--- src/rtl/video_pattern_gen.sv ---
// Parametrised video test-pattern source: free-running h/v timing counters
// drive registered fv/lv/data/counter outputs one clock behind counter state.
module video_pattern_gen #(
  parameter int H_ACTIVE      = 1920,
  parameter int H_SYNC        = 44,
  parameter int H_BACK_PORCH  = 148,
  parameter int H_FRONT_PORCH = 88,
  parameter int V_ACTIVE      = 1080,
  parameter int V_SYNC        = 5,
  parameter int V_BACK_PORCH  = 36,
  parameter int V_FRONT_PORCH = 4,
  parameter int DATA_W        = 16,
  parameter int CNT_W         = 12,
  parameter int CHECK_LOG2    = 5
) (
  input  logic              pix_clk,
  input  logic              pix_rst_n,
  input  logic              enable,
  input  logic [1:0]        mode,
  input  logic [DATA_W-1:0] solid_val,
  output logic              fv,
  output logic              lv,
  output logic [DATA_W-1:0] data,
  output logic [CNT_W-1:0]  linecnt,
  output logic [CNT_W-1:0]  pixcnt,
  output logic [7:0]        frame_cnt
);
  localparam int H_TOTAL = H_SYNC + H_BACK_PORCH + H_ACTIVE + H_FRONT_PORCH;
  localparam int V_TOTAL = V_SYNC + V_BACK_PORCH + V_ACTIVE + V_FRONT_PORCH;
  localparam int H_START = H_SYNC + H_BACK_PORCH;
  localparam int V_START = V_SYNC + V_BACK_PORCH;
  localparam int BAR_W   = H_ACTIVE / 32'sd8;

  localparam logic [CNT_W-1:0]  H_LAST   = CNT_W'(H_TOTAL - 32'sd1);
  localparam logic [CNT_W-1:0]  V_LAST   = CNT_W'(V_TOTAL - 32'sd1);
  localparam logic [CNT_W-1:0]  H_FIRST  = CNT_W'(H_START);
  localparam logic [CNT_W-1:0]  H_END    = CNT_W'(H_START + H_ACTIVE);
  localparam logic [CNT_W-1:0]  V_FIRST  = CNT_W'(V_START);
  localparam logic [CNT_W-1:0]  V_END    = CNT_W'(V_START + V_ACTIVE);
  localparam logic [CNT_W-1:0]  SUB_LAST = CNT_W'(BAR_W - 32'sd1);
  localparam logic [DATA_W-1:0] ONES     = {DATA_W{1'b1}};
  localparam logic [DATA_W-1:0] BAR_STEP = ONES / DATA_W'(3'd7);

  logic [CNT_W-1:0]  h_r, v_r, sub_r;
  logic [2:0]        bar_r;
  logic              en_r;
  logic [1:0]        mode_r;
  logic [DATA_W-1:0] solid_r;

  logic              fv_r, lv_r;
  logic [DATA_W-1:0] data_r;
  logic [CNT_W-1:0]  linecnt_r, pixcnt_r;
  logic [7:0]        frame_cnt_r;

  logic              h_last_s, v_last_s, act_pix_s, act_line_s, fv_s, lv_s;
  logic [CNT_W-1:0]  h_nxt_s, v_nxt_s, pix_s, line_s;
  logic [DATA_W-1:0] data_s;

  // next counter state and active-region decode of the current state
  always_comb begin
    h_last_s   = (h_r == H_LAST);
    v_last_s   = (v_r == V_LAST);
    h_nxt_s    = h_last_s ? {CNT_W{1'b0}} : h_r + CNT_W'(1'b1);
    if (!h_last_s) begin
      v_nxt_s = v_r;
    end else if (v_last_s) begin
      v_nxt_s = {CNT_W{1'b0}};
    end else begin
      v_nxt_s = v_r + CNT_W'(1'b1);
    end
    act_pix_s  = (h_r >= H_FIRST) && (h_r < H_END);
    act_line_s = (v_r >= V_FIRST) && (v_r < V_END);
    fv_s       = act_line_s && en_r;
    lv_s       = fv_s && act_pix_s;
    pix_s      = act_pix_s  ? h_r - H_FIRST : {CNT_W{1'b0}};
    line_s     = act_line_s ? v_r - V_FIRST : {CNT_W{1'b0}};
  end

  // pattern value for the pixel at the current counter state
  always_comb begin
    data_s = {DATA_W{1'b0}};
    if (lv_s) begin
      case (mode_r)
        2'd0:    data_s = DATA_W'(bar_r) * BAR_STEP;
        2'd1:    data_s = DATA_W'(pix_s) + DATA_W'(frame_cnt_r);
        2'd2:    data_s = solid_r;
        2'd3:    data_s = (pix_s[CHECK_LOG2] ^ line_s[CHECK_LOG2]) ? ONES : {DATA_W{1'b0}};
        default: data_s = {DATA_W{1'b0}};
      endcase
    end else begin
      data_s = {DATA_W{1'b0}};
    end
  end

  // timing counters and frame-start capture of the run-time configuration
  always_ff @(posedge pix_clk or negedge pix_rst_n) begin
    if (!pix_rst_n) begin
      h_r     <= {CNT_W{1'b0}};
      v_r     <= {CNT_W{1'b0}};
      en_r    <= 1'b0;
      mode_r  <= 2'd0;
      solid_r <= {DATA_W{1'b0}};
    end else begin
      h_r <= h_nxt_s;
      v_r <= v_nxt_s;
      if ((h_r == {CNT_W{1'b0}}) && (v_r == {CNT_W{1'b0}})) begin
        en_r    <= enable;
        mode_r  <= mode;
        solid_r <= solid_val;
      end
    end
  end

  // bar index tracks h: sub_r counts pixels within a bar, bar_r saturates at 7
  always_ff @(posedge pix_clk or negedge pix_rst_n) begin
    if (!pix_rst_n) begin
      sub_r <= {CNT_W{1'b0}};
      bar_r <= 3'd0;
    end else if (h_nxt_s == H_FIRST) begin
      sub_r <= {CNT_W{1'b0}};
      bar_r <= 3'd0;
    end else if (sub_r == SUB_LAST) begin
      sub_r <= {CNT_W{1'b0}};
      if (bar_r != 3'd7) begin
        bar_r <= bar_r + 3'd1;
      end
    end else begin
      sub_r <= sub_r + CNT_W'(1'b1);
    end
  end

  // registered outputs; frame counter steps on the fv falling edge
  always_ff @(posedge pix_clk or negedge pix_rst_n) begin
    if (!pix_rst_n) begin
      fv_r        <= 1'b0;
      lv_r        <= 1'b0;
      data_r      <= {DATA_W{1'b0}};
      pixcnt_r    <= {CNT_W{1'b0}};
      linecnt_r   <= {CNT_W{1'b0}};
      frame_cnt_r <= 8'd0;
    end else begin
      fv_r      <= fv_s;
      lv_r      <= lv_s;
      data_r    <= data_s;
      pixcnt_r  <= pix_s;
      linecnt_r <= line_s;
      if (fv_r && !fv_s) begin
        frame_cnt_r <= frame_cnt_r + 8'd1;
      end
    end
  end

  assign fv        = fv_r;
  assign lv        = lv_r;
  assign data      = data_r;
  assign pixcnt    = pixcnt_r;
  assign linecnt   = linecnt_r;
  assign frame_cnt = frame_cnt_r;

endmodule
--- config.mk ---
export PLATFORM = sky130hd
export DESIGN_NAME = video_pattern_gen
export DESIGN_NICKNAME = d
export VERILOG_FILES = /design/src/rtl/video_pattern_gen.sv
export SDC_FILE = /design/constraint.sdc
export NUM_CORES = 1
export LEC_CHECK = 0
export ABC_AREA = 0
export BUFFER_PORTS_ARGS = -buffer_cell sky130_fd_sc_hd__buf_2
export CORE_ASPECT_RATIO = 0.9
export CORE_MARGIN = 2
export CORE_UTILIZATION = 53
export CTS_BUF_LIST = sky130_fd_sc_hd__clkbuf_8 sky130_fd_sc_hd__clkbuf_16
export DETAILED_ROUTE_END_ITERATION = 10
export GPL_ROUTABILITY_DRIVEN = 0
export PLACE_DENSITY = 0.83
export RECOVER_POWER = 100
export SYNTH_ARGS = -nofsm -noshare
export SYNTH_HDL_FRONTEND = slang
export SYNTH_SLANG_ARGS = --single-unit
--- constraint.sdc ---
create_clock -name pix_clk -period 7 [get_ports pix_clk]
set_input_delay 0.35 -clock pix_clk [delete_from_list [all_inputs] [get_ports pix_clk]]
set_output_delay 0.35 -clock pix_clk [all_outputs]
set_load 0.05 [all_outputs]
# Word-level counts from Yosys, hierarchy flattened
# Index checks and enable logic that the tools add are counted.
dict set report word_totals {
  reg_bits 108
  input_bits 21
  output_inout_bits 50
}
dict set report classes {
  add_sub_neg 8
  mul 1
  magnitude_cmp 4
  n_eq_ne 8
  mux 12
  n_bitwise 1
  reduce_logical 13
}
# op n
set op_table {}
lappend op_table {{12-bit two-way mux} 6}
lappend op_table {{16-bit case mux with 4 select lines} 1}
lappend op_table {{12-bit by 1-bit adder with 12-bit output, second input constant} 3}
lappend op_table {{16-bit two-way mux} 2}
lappend op_table {{12-bit by 8-bit equality test with 1-bit output, second input constant} 2}
lappend op_table {{12-bit zero test} 2}
lappend op_table {{3-bit by 13-bit multiplier with 15-bit output, second input constant} 1}
lappend op_table {{12-bit by 8-bit adder with 13-bit output} 1}
lappend op_table {{12-bit by 11-bit equality test with 1-bit output, second input constant} 1}
lappend op_table {{12-bit equality test, second input constant} 1}
lappend op_table {{12-bit by 6-bit greater-or-equal comparator with 1-bit output, second input constant} 1}
lappend op_table {{12-bit by 8-bit greater-or-equal comparator with 1-bit output, second input constant} 1}
lappend op_table {{12-bit by 11-bit less-than comparator with 1-bit output, second input constant} 1}
lappend op_table {{12-bit less-than comparator, second input constant} 1}
lappend op_table {{12-bit by 6-bit subtractor with 12-bit output, second input constant} 1}
lappend op_table {{12-bit by 8-bit subtractor with 12-bit output, second input constant} 1}
lappend op_table {{3-bit two-way mux} 3}
lappend op_table {{8-bit by 1-bit adder with 8-bit output, second input constant} 1}
lappend op_table {{1-bit logical AND} 6}
lappend op_table {{2-bit equality test, second input constant} 2}
lappend op_table {{2-bit nonzero test} 2}
lappend op_table {{3-bit by 1-bit adder with 3-bit output, second input constant} 1}
lappend op_table {{3-bit != test, second input constant} 1}
lappend op_table {{2-bit by 1-bit equality test with 1-bit output, second input constant} 1}
lappend op_table {{other kinds (4)} 4}

# Longest topological paths before layout
# Gate-level depths: netlist (run 1).
dict set report depth {
  word_depth 7
  ltp_mapped 15
  ltp_nobuf 15
}

# Least setup slack after synthesis (run 1)
# No wires, ideal clock.
dict set report synth_timing {
  kind {register to register}
  from {register h_r[0]}
  to {register data_r[10], in the netlist data[10]}
  t_arrival_ps 3073
  required_ps 6857
  slack_ps 3785
  stages_incl_launch_ff 16
  path_buffers 0
  cell_sequence {dfrtp_1 -> inv_1 -> ha_1 -> nor3b_1 -> a311oi_1 -> or2_2 -> nor2_1 -> ha_1 -> inv_1 -> fa_1 -> nand2b_1 -> a21oi_1 -> o311a_1 -> nand2_1 -> a221oi_1 -> a21oi_1}
}
dict set report synth_between {
  elab_cells_between_ends 11
  cone_classes {2 x add/sub; 2 x order compare; 4 x mux; 1 x bitwise; 2 x reduce/logical}
}
# item line_no
set synth_lines {}
lappend synth_lines {{from (decl)} 44} ;# logic [CNT_W-1:0] h_r, v_r, sub_r;
lappend synth_lines {{from (signal assigned)} 98} ;# h_r <= {CNT_W{1'b0}};
lappend synth_lines {{from (signal assigned)} 104} ;# h_r <= h_nxt_s;
lappend synth_lines {{12-bit by 8-bit greater-or-equal comparator with 1-bit output / 12-bit less-than comparator (equally long branches)} 71} ;# act_pix_s = (h_r >= H_FIRST) && (h_r < H_END);
lappend synth_lines {{1-bit logical AND} 71}
lappend synth_lines {{12-bit two-way mux *} 75} ;# pix_s = act_pix_s ? h_r - H_FIRST : {CNT_W{1'b0}};
lappend synth_lines {{via pix_s[0]} 56} ;# logic [CNT_W-1:0] h_nxt_s, v_nxt_s, pix_s, line_s;
lappend synth_lines {{12-bit by 8-bit adder with 13-bit output *} 85} ;# 2'd1: data_s = DATA_W'(pix_s) + DATA_W'(frame_cnt_r);
lappend synth_lines {{16-bit case mux with 4 select lines *} 83} ;# case (mode_r)
lappend synth_lines {{16-bit two-way mux *} 82} ;# if (lv_s) begin
lappend synth_lines {{via data_s[10]} 57} ;# logic [DATA_W-1:0] data_s;
lappend synth_lines {{to (signal assigned)} 137} ;# data_r <= {DATA_W{1'b0}};
lappend synth_lines {{to (signal assigned)} 144} ;# data_r <= data_s;
lappend synth_lines {{to (decl)} 51} ;# logic [DATA_W-1:0] data_r;
# Mark *: on every way through the listed nets, which the timed path passes. The rest lies on a longest branch.
# A chain may end at the register's enable or synchronous reset.

# Worst setup path in the final report (run 1)
dict set report layout_timing {
  from {register v_r[0]}
  to {register data_r[11], in the netlist data[11]}
}
dict set report layout_between {
  elab_chain_len 7
  elab_cells_between_ends 11
  cone_classes {1 x add/sub; 2 x order compare; 4 x mux; 1 x bitwise; 3 x reduce/logical}
}
# item line_no
set layout_rtl {}
lappend layout_rtl {{from (decl)} 44}
lappend layout_rtl {{from (signal assigned)} 99} ;# v_r <= {CNT_W{1'b0}};
lappend layout_rtl {{from (signal assigned)} 105} ;# v_r <= v_nxt_s;
lappend layout_rtl {{12-bit by 6-bit greater-or-equal comparator with 1-bit output / 12-bit by 11-bit less-than comparator with 1-bit output (equally long branches)} 72} ;# act_line_s = (v_r >= V_FIRST) && (v_r < V_END);
lappend layout_rtl {{1-bit logical AND} 72}
lappend layout_rtl {{12-bit two-way mux *} 76} ;# line_s = act_line_s ? v_r - V_FIRST : {CNT_W{1'b0}};
lappend layout_rtl {{via line_s[5]} 56}
lappend layout_rtl {{1-bit bitwise XOR *} 87} ;# 2'd3: data_s = (pix_s[CHECK_LOG2] ^ line_s[CHECK_LOG2]) ? ONES : {DATA_W{1'b0}};
lappend layout_rtl {{16-bit two-way mux *} 87}
lappend layout_rtl {{16-bit case mux with 4 select lines *} 83}
lappend layout_rtl {{16-bit two-way mux *} 82}
lappend layout_rtl {{via data_s[11]} 57}
# Marked as above.

==> results of run 1 <==
==> worst min path at each step <==
stage                       start           to  slack (ns)  cells past startpoint
global route        solid_val[14]  solid_r[14]        0.23                      2
finish                     enable         en_r        0.21                      3
detailed placement      pix_rst_n      v_r[10]        0.36                      1
CTS                        enable         en_r        0.21                      3
global placement        pix_rst_n   linecnt[6]        0.36                      1
floorplan               pix_rst_n     bar_r[0]        0.05                      0
==> power by group through the flow <==
stage | clock, mW | sequential, mW | combinational (mW)
floorplan | 0 | 0.644 | 0.0129
finish | 0.525 | 0.633 | 0.0323
global placement | 0 | 0.645 | 0.0319
detailed placement | 0 | 0.645 | 0.0331
global route | 0.558 | 0.634 | 0.0370
CTS | 0.529 | 0.633 | 0.0337
==> synth_stat cells (2+ instances only) <==
| cell type | n |
|---|---|
| a21boi_0 | 4 |
| mux2i_1 | 4 |
| or3_1 | 6 |
| nand4_1 | 14 |
| a21o_1 | 5 |
| nor3_1 | 15 |
| buf_1 | 2 |
| o21ai_0 | 24 |
| or2_2 | 6 |
| clkbuf_1 | 14 |
| and4_1 | 5 |
| nor4b_1 | 3 |
| xor2_1 | 22 |
| a31oi_1 | 5 |
| mux2_2 | 17 |
| o21a_1 | 4 |
| ha_1 | 24 |
| dfrtp_1 | 108 |
| nor4_1 | 5 |
| and3_1 | 8 |
| o31ai_1 | 2 |
| a221oi_1 | 3 |
| buf_2 | 7 |
| and2_1 | 9 |
| or4_1 | 2 |
| nand3_1 | 17 |
| inv_1 | 21 |
| nor2_1 | 51 |
| a32oi_1 | 2 |
| xnor2_1 | 23 |
| nand2b_1 | 7 |
| or3_2 | 2 |
| nand2_1 | 32 |
| a311oi_1 | 2 |
| buf_6 | 2 |
| a22oi_1 | 2 |
| a21oi_1 | 29 |
==> through the flow <==
step | cell area [sq um] | utilization [%] | power [mW] | std cells | hold slack (ns)
finish | 6080 | 60.1 | 1.19 | 723 | 0.211
detailed placement | 5870 | 58.0 | 0.678 | 706 | 0.364
CTS | 6180 | 61.1 | 1.20 | 723 | 0.214
global route | 6080 | 60.1 | 1.23 | 723 | 0.225
global placement | 5870 | 58.0 | 0.677 | 706 | 0.358
floorplan | 5460 | - | 0.657 | 531 | 0.0544
==> flip-flops by register name, indices dropped and copies added (netlist names) <==
name / cells
data: 16
solid_r: 16
h_r: 12
linecnt: 12
pixcnt: 12
sub_r: 12
v_r: 12
frame_cnt: 8
bar_r: 3
mode_r: 2
en_r: 1
fv: 1
lv: 1
==> cell type report <==
cell class	count	area, sq um	area share (%)
clock inverters	7	82.6	1.36
flip-flops and latches	108	2700	44.4
well taps	129	161	2.65
inverters	22	82.6	1.36
multi-input cells	376	2530	41.5
repair buffers	72	304	5.00
clock buffers	9	225	3.70
==> layer usage <==
metal / track usage (%) / vias to the layer above
met4: 6.46 / 0
li1: - / 1984
met2: 36.0 / 169
met3: 4.47 / 25
met1: 30.7 / 2061
met5: 0 / -
==> cells by family (layout without fill, tap and decap cells) <==
family	Yosys count	after routing	share of synthesized area [%]
simple gates	189	189	18.0
flops	108	108	49.5
compound gates	96	96	11.6
buf+inv	47	110	3.66
xor+xnor	45	45	7.21
fa+ha+maj	25	25	5.86
mux	21	21	4.24
==> worst max-delay path, cell delays in order, from the launching register on <==
cell,delay [ns]
dfrtp_1,0.51
inv_1,0.15
ha_1,0.19
or4b_1,0.45
a221o_1,0.36
a2111oi_0,0.92
mux2i_1,0.40
and2_0,0.70
a21oi_1,0.17
==> reports/metrics.cfg, run 1 <==
[die]
die_h_um=100
start_util_pct=54.0
row_count=35
core_sq_um=10100
die_area_sq_um=11100
die_w_um=111
ios=71

[final_layout]
area_growth_pct=11.4
nets=635
final_common_cell=dfrtp_1
final_cell_mix=dfrtp_1, nor2_1, clkbuf_1
layout-drive-gt1-share_pct=10.3
antenna_cells=0
n_fill_cell=853

[cts]
htreeDepth=3
clkSinkCount=108
insertion_delay_ns=0.35
cts_buffers=9
path_clk_slew_ns=0.08
clk_path_buf_depth=2
root_buffer=clkbuf_16
cts.repair.resized=0
cts_setup_buffers=0
cts_hold_buf=1
cts_tree=done

[logic_synthesis]
yosys.area.top_type=dfrtp_1
dominantRegCellSynth=dfrtp_1
syn_area_per_cell_sq_um=10.3
syn-num-nets=577
ys_ff_latch=108
synthesis.area_sq_um=5460
synth_cell_types=60
ys_top_cells_by_area=dfrtp_1, ha_1, xnor2_1
async_reset_ff_share_pct=100
seq_area_frac_synth_pct=49.5
synthCells=531
yosysWarnings=0
synth_top_area_share_pct=49.5
synth_edf_count=0

[power_and_ir_drop]
p_clk_share_pct=44.1
powerDensity_nw_per_um2=196
p_leak_nw=2.84
switching_share_pct=22.4
power_frac_comb_pct=2.7
p_int_mw=0.924
p_sw_mw=0.266
pwr-share-seq_pct=53.2
vdd_drop_max_v=0.000114

[detailed_routing]
wl_per_cell_um=17.1
drc=0
wl_met2_um=5730
final_antenna_net_count=0
drt-initial-drc-count=378
wl_met1_um=5580
routed_wl_um=12400
routed_via_density=5.86
vias=4239
highest_layer=met4
dr_wl_met3_um=850
drtPass1Iterations=5

[timing]
maxSlewHeadroom_pct=-47.3
fmax_mhz=249
finalSetupTns_ns=0
slew_viol_final=52
hold_viol_final=0
fin_skew_ns=0.0119
setup_viol_count_final=0
rsz0062_at_grt=no
worst_pin_slew_ns=2.21
fin_crit_ns=4.02
layout_setup_ws_ns=2.98
final.period_utilization_pct=57.4

[placed_design]
dp_slack_ns=3.30
dp_hpwl_um=8760
io_buffers=70

[setup_path]
r2r_start=v_r[0]
cp-end-kind=register
rrSetupSlack_ns=2.98
crit_path_max_fanout=14
critPathCapture=data[11]
arrival_ns=4.20
worstSetupPathType=register to register
r2r_cells=8
critPathLaunchType=register
r2r-end=data[11]
worstPathRequired_ns=7.18
startpoint=v_r[0]

[grt]
grt_max_degree=66
overflow=0
grt_pass1_wl_um=19900
track_usage_pct=22.2
grt_pass1_vias=4020
grt_antenna_before_repair=0

[run]
drv_cap=2

[run_status]
violations=max-capacitance violations, max-slew violations
status=finished, violations left

[min_path]
hold_path.class=input pin to register

(Power assumes the default switching activity.)
==> run 2: changes to the inputs <==
clock period = 3.85 ns   (was 7 ns; I/O delays follow)
==> reports/metrics.cfg, run 2 (synthesis results as in run 1) <==
[run_status]
status=finished, violations left
violations=max-capacitance violations, max-slew violations

[die]
start_util_pct=54.0  ; unchanged
row_count=35  ; unchanged
die_area_sq_um=11100  ; unchanged
die_h_um=100  ; unchanged
ios=71  ; unchanged
core_sq_um=10100  ; unchanged
die_w_um=111  ; unchanged

[cts]
cts_tree=done
path_clk_slew_ns=0.08  ; about the same
htreeDepth=3  ; unchanged
cts_buffers=9  ; unchanged
root_buffer=clkbuf_16
clk_path_buf_depth=2  ; unchanged
insertion_delay_ns=0.35  ; about the same
clkSinkCount=108  ; unchanged
cts_setup_buffers=0  ; unchanged

[detailed_routing]
wl_per_cell_um=17.8  ; +4.3%
drc=0  ; unchanged
vias=4354  ; +2.7%
routed_wl_um=13000  ; +5.0%
drt-initial-drc-count=414  ; +9.5%
final_antenna_net_count=0  ; unchanged
routed_via_density=5.98  ; +2.0%
drtPass1Iterations=5  ; unchanged

[setup_path]
worstSetupPathType=register to register
slowest_stage=dfrtp_1
worstPathRequired_ns=4.04  ; -3.14 ns
arrival_ns=3.84  ; -0.36 ns
critPathLaunchType=register
worstPathCellList=ha_1 -> or2_2 -> a311oi_2 -> nor2_1 -> and2_0 -> ha_1 -> o21ai_0 -> a21oi_2 -> o311a_1 -> and4b_1 -> a221oi_1 -> a21oi_1
max_stage_delay_ns=0.50  ; -0.42 ns
cp-end-kind=register
crit_path_max_fanout=9  ; -5
crit_path_frequent_cell=ha_1

[power_and_ir_drop]
power_frac_comb_pct=2.7  ; about the same
pwr-share-seq_pct=52.5  ; -0.7 points
p_clk_share_pct=44.7  ; +0.6 points
p_int_mw=1.69  ; +82%
powerDensity_nw_per_um2=355  ; +82%
switching_share_pct=23.0  ; +0.66 points
vdd_drop_max_v=0.000231  ; +100%
p_sw_mw=0.505  ; +89%
p_leak_nw=2.87  ; +0.75%

[timing]
slew_viol_final=85  ; +63%
final.period_utilization_pct=94.7  ; +37 points
setup_viol_count_final=0  ; unchanged
worst_pin_slew_ns=2.06  ; -0.149 ns
maxSlewHeadroom_pct=-37.4  ; +9.9 points
fmax_mhz=274  ; +10%
hold_viol_final=0  ; unchanged
fin_crit_ns=3.65  ; -0.371 ns
rsz0062_at_grt=no
fin_skew_ns=0.0103  ; -0.00166 ns
finalSetupTns_ns=0  ; unchanged

[final_layout]
final_common_cell=dfrtp_1
nets=640  ; +0.79%
layout-drive-gt1-share_pct=12.0  ; +1.8 points
register_area_sq_um=2700  ; unchanged
final_cell_mix=dfrtp_1, clkbuf_1, nor2_1
multi_input_area_sq_um=2580  ; +2.1%
final_cells=728  ; +0.69%
antenna_cells=0  ; unchanged
n_fill_cell=831  ; -2.6%
area_growth_pct=12.9

[placed_design]
dp_hpwl_um=8930  ; +1.9%
dp.cells=712  ; +0.85%
io_buffers=70  ; unchanged

[grt]
grt_pass1_vias=4185  ; +4.1%
grt_max_degree=85  ; +29%
overflow=0  ; unchanged
grt_antenna_before_repair=0  ; unchanged
track_usage_pct=23.5  ; +1.3 points
grt_pass1_wl_um=20900  ; +5.1%

[min_path]
hold_path.class=input pin to register

[run]
drv_cap=1  ; -1

-- run 2: path summary, 6_finish.rpt --
kind,start,to,slack (ns),cells past startpoint
min in group asynchronous,pix_rst_n,v_r[6],0.44,1
setup reg to reg,h_r[6],data[10],0.20,12
hold reg to reg,sub_r[0],sub_r[0],0.45,1
hold / removal,mode[0],mode_r[0],0.04,3
max in group asynchronous,pix_rst_n,data[5],1.34,2
setup / recovery,h_r[6],data[10],0.20,12
-- run 2: power groups by stage --
| stage | combinational (mW) | sequential, mW | clock, mW |
|---|---|---|---|
| floorplan | 0.0234 | 1.17 | 0 |
| global placement | 0.0589 | 1.17 | 0 |
| detailed placement | 0.0614 | 1.17 | 0 |
| CTS | 0.0616 | 1.15 | 0.988 |
| global route | 0.0683 | 1.15 | 1.04 |
| finish | 0.0595 | 1.15 | 0.980 |
-- run 2: through the flow --
step                      util (%)  area, sq um  setup WS [ns]  power [mW]  hold WS [ns]
after floorplan                  -         5460          0.635        1.19        -0.103
after global placement        58.4         5910          0.360        1.23         0.404
after detailed placement      58.4         5910          0.204        1.23         0.404
after CTS                     61.6         6230          0.155        2.20        0.0357
after global routing          61.0         6170         0.0290        2.26        0.0578
final                         61.0         6170          0.202        2.19        0.0353
-- run 2: cell type report --
cell class                 instances  share of cell area, %
sequential                       108                   43.8
multi-input combinational        376                   41.8
timing repair buffer              77                   5.27
clock buffer                       9                   3.65
tap                              129                   2.62
clock inverter                     7                   1.48
inverter                          22                   1.34
-- run 2: critical path, delay by kind of cell, from the launching register on --
kind / cells / cell delay, ns
simple gates: 4 / 0.91
flops: 1 / 0.50
fa+ha+maj: 2 / 0.68
compound gates: 6 / 1.40
-- run 2: metal layers --
metal,vias to the layer above,wire length [um],global-route usage [%]
met2,193,6190,38.4
met4,0,343,9.69
li1,1995,-,-
met1,2134,5590,31.6
met5,-,0,0
met3,32,864,4.11
-- run 2: repair_timing --
| item | in CTS | in global routing |
|---|---|---|
| endpoints found under the setup margin | 0 | 3 |
| gates resized for setup | 0 | 4 |
| hold buffers | 0 | 0 |
==> run 3: changes to the inputs <==
==> constraint.sdc (replaced) <==
create_clock -name pix_clk -period 3.85 [get_ports pix_clk]
set_input_delay 0.5775 -clock pix_clk [delete_from_list [all_inputs] [get_ports pix_clk]]
set_output_delay 0.5775 -clock pix_clk [all_outputs]
set_load 0.05 [all_outputs]
==> reports/metrics.cfg, run 3 (synthesis results as in run 1) <==
[setup_path]
crit_path_max_fanout=13  ; +4
r2r-end=data[6]
worstPathRequired_ns=4.05  ; about the same
slowest_stage=dfrtp_1
cp-end-kind=register
max_stage_delay_ns=0.54  ; +0.04 ns
r2r_start=h_r[9]
arrival_ns=3.76  ; -0.08 ns
critPathLaunchType=register
rrSetupSlack_ns=0.29  ; +0.09 ns
worst-path-buf-inv=0  ; unchanged
worstSetupPathType=register to register
worstPathCellList=or3_1 -> a311oi_4 -> nor2_1 -> and2_0 -> ha_1 -> o21ai_0 -> a21oi_2 -> o21a_1 -> or3_1 -> a32oi_1 -> a21oi_1
r2r_cells=11  ; -1
worst-path-stages=11  ; -1
crit_path_frequent_cell=or3_1
critPathTopFamily=simple AND/OR/NAND/NOR gates

[detailed_routing]
vias=4251  ; -2.4%
final_antenna_net_count=0  ; unchanged
wl_met1_um=5460  ; -2.3%
drtPass1Iterations=6  ; +1
wl_met2_um=6050  ; -2.2%
dr_wl_met3_um=744  ; -14%
drt-initial-drc-count=346  ; -16%
routed_via_density=5.85  ; -2.2%
routed_wl_um=12500  ; -3.6%
wl_per_cell_um=17.2  ; -3.5%
highest_layer=met4
drc=0  ; unchanged

[grt]
grt_pass1_vias=4300  ; +2.7%
track_usage_pct=23.0  ; -0.48 points
grt_antenna_before_repair=0  ; unchanged
overflow=0  ; unchanged
grt_max_degree=92  ; +8.2%
grt_pass1_wl_um=20500  ; -1.9%

[final_layout]
antenna_cells=0  ; unchanged
nets=639  ; -0.16%
final_common_cell=dfrtp_1
layout-drive-gt1-share_pct=12.4  ; +0.35 points
area_growth_pct=13.1
final_cell_mix=dfrtp_1, clkbuf_1, nor2_1

[min_path]
hold_start=mode[0]
hold-path-endpoint=mode_r[0]
hold_depth=3  ; unchanged
hold_path.class=input pin to register

[die]
die_w_um=111  ; unchanged
row_count=35  ; unchanged
die_area_sq_um=11100  ; unchanged
start_util_pct=54.0  ; unchanged
die_h_um=100  ; unchanged
ios=71  ; unchanged
core_sq_um=10100  ; unchanged

[power_and_ir_drop]
p_sw_mw=0.484  ; -4.1%
p_leak_nw=2.87  ; +0.17%
p_int_mw=1.68  ; -0.40%
powerDensity_nw_per_um2=350  ; -1.4%
vdd_drop_max_v=0.000311  ; +35%
p_clk_share_pct=44.0  ; -0.7 points
power_frac_comb_pct=2.8  ; about the same
pwr-share-seq_pct=53.2  ; +0.7 points
switching_share_pct=22.4  ; -0.66 points

[placed_design]
io_buffers=70  ; unchanged
dp_slack_ns=0.196  ; -0.00830 ns
dp_hpwl_um=8860  ; -0.72%

[run_status]
violations=max-capacitance violations, max-slew violations
status=finished, violations left

[timing]
slew_viol_final=92  ; +8.2%
final.period_utilization_pct=92.5  ; -2.2 points
maxSlewHeadroom_pct=-44.8  ; -7.3 points
layout_setup_ws_ns=0.288  ; +0.0858 ns
fin_skew_ns=0.00607  ; -0.00420 ns
hold_viol_final=0  ; unchanged
setup_viol_count_final=0  ; unchanged
fmax_mhz=281  ; +2.4%
rsz0062_at_grt=no
finalSetupTns_ns=0  ; unchanged
fin_crit_ns=3.56  ; -0.0858 ns
worst_pin_slew_ns=2.17  ; +0.110 ns

[cts]
cts_setup_buffers=0  ; unchanged
root_buffer=clkbuf_16
htreeDepth=3  ; unchanged
path_clk_slew_ns=0.07  ; about the same
cts_tree=done
clkSinkCount=108  ; unchanged
clk_path_buf_depth=2  ; unchanged
cts_hold_buf=0  ; unchanged
cts_buffers=9  ; unchanged
insertion_delay_ns=0.35  ; about the same
cts.repair.resized=0  ; unchanged

[run]
drv_cap=1  ; unchanged

run 3: final cells by class:
cell class	count	area, sq um
clock buffer	9	225
clock inverter	7	81.3
fill	830	3940
inverter	22	82.6
multi-input combinational	376	2600
sequential	108	2700
tap	129	161
timing repair buffer	76	322
run 3: worst max-delay path by stage:
stage	slack (ns)	end	start
floorplan	0.63	data[10]	h_r[0]
global placement	0.37	data[10]	h_r[0]
detailed placement	0.20	data[10]	h_r[0]
CTS	0.11	data[10]	h_r[0]
global route	0.02	data[9]	h_r[9]
finish	0.29	data[6]	h_r[9]
run 3: stage by stage:
step,power [mW],hold WS [ns],util [%],instances,instance area (sq um)
after global placement,1.23,0.436,58.4,711,5900
after floorplan,1.19,0.282,-,531,5460
final,2.16,0.427,61.1,727,6180
after global routing,2.24,0.431,61.1,727,6180
after CTS,2.18,0.425,61.4,727,6210
after detailed placement,1.23,0.450,58.4,711,5900
run 3: power by group through the flow:
stage          registers (mW)  logic (mW)  clock network (mW)
6_report                 1.15      0.0600               0.952
3_5_place_dp             1.17      0.0612                   0
2_1_floorplan            1.17      0.0234                   0
4_1_cts                  1.15      0.0618               0.965
5_1_grt                  1.15      0.0688                1.02
3_3_place_gp             1.17      0.0587                   0
run 3: routing by layer:
| layer | vias to the layer above | track usage [%] |
|---|---|---|
| li1 | 1991 | - |
| met1 | 2078 | 30.0 |
| met2 | 154 | 37.6 |
| met3 | 28 | 5.37 |
| met4 | 0 | 9.78 |
| met5 | - | 0 |
run 3: worst min-delay path: cells and delay by family:
kind                   cells  cell delay (ns)
AO/OA/AOI/OAI              1             0.06
buffers and inverters      1             0.07
AND/OR/NAND/NOR            1             0.04
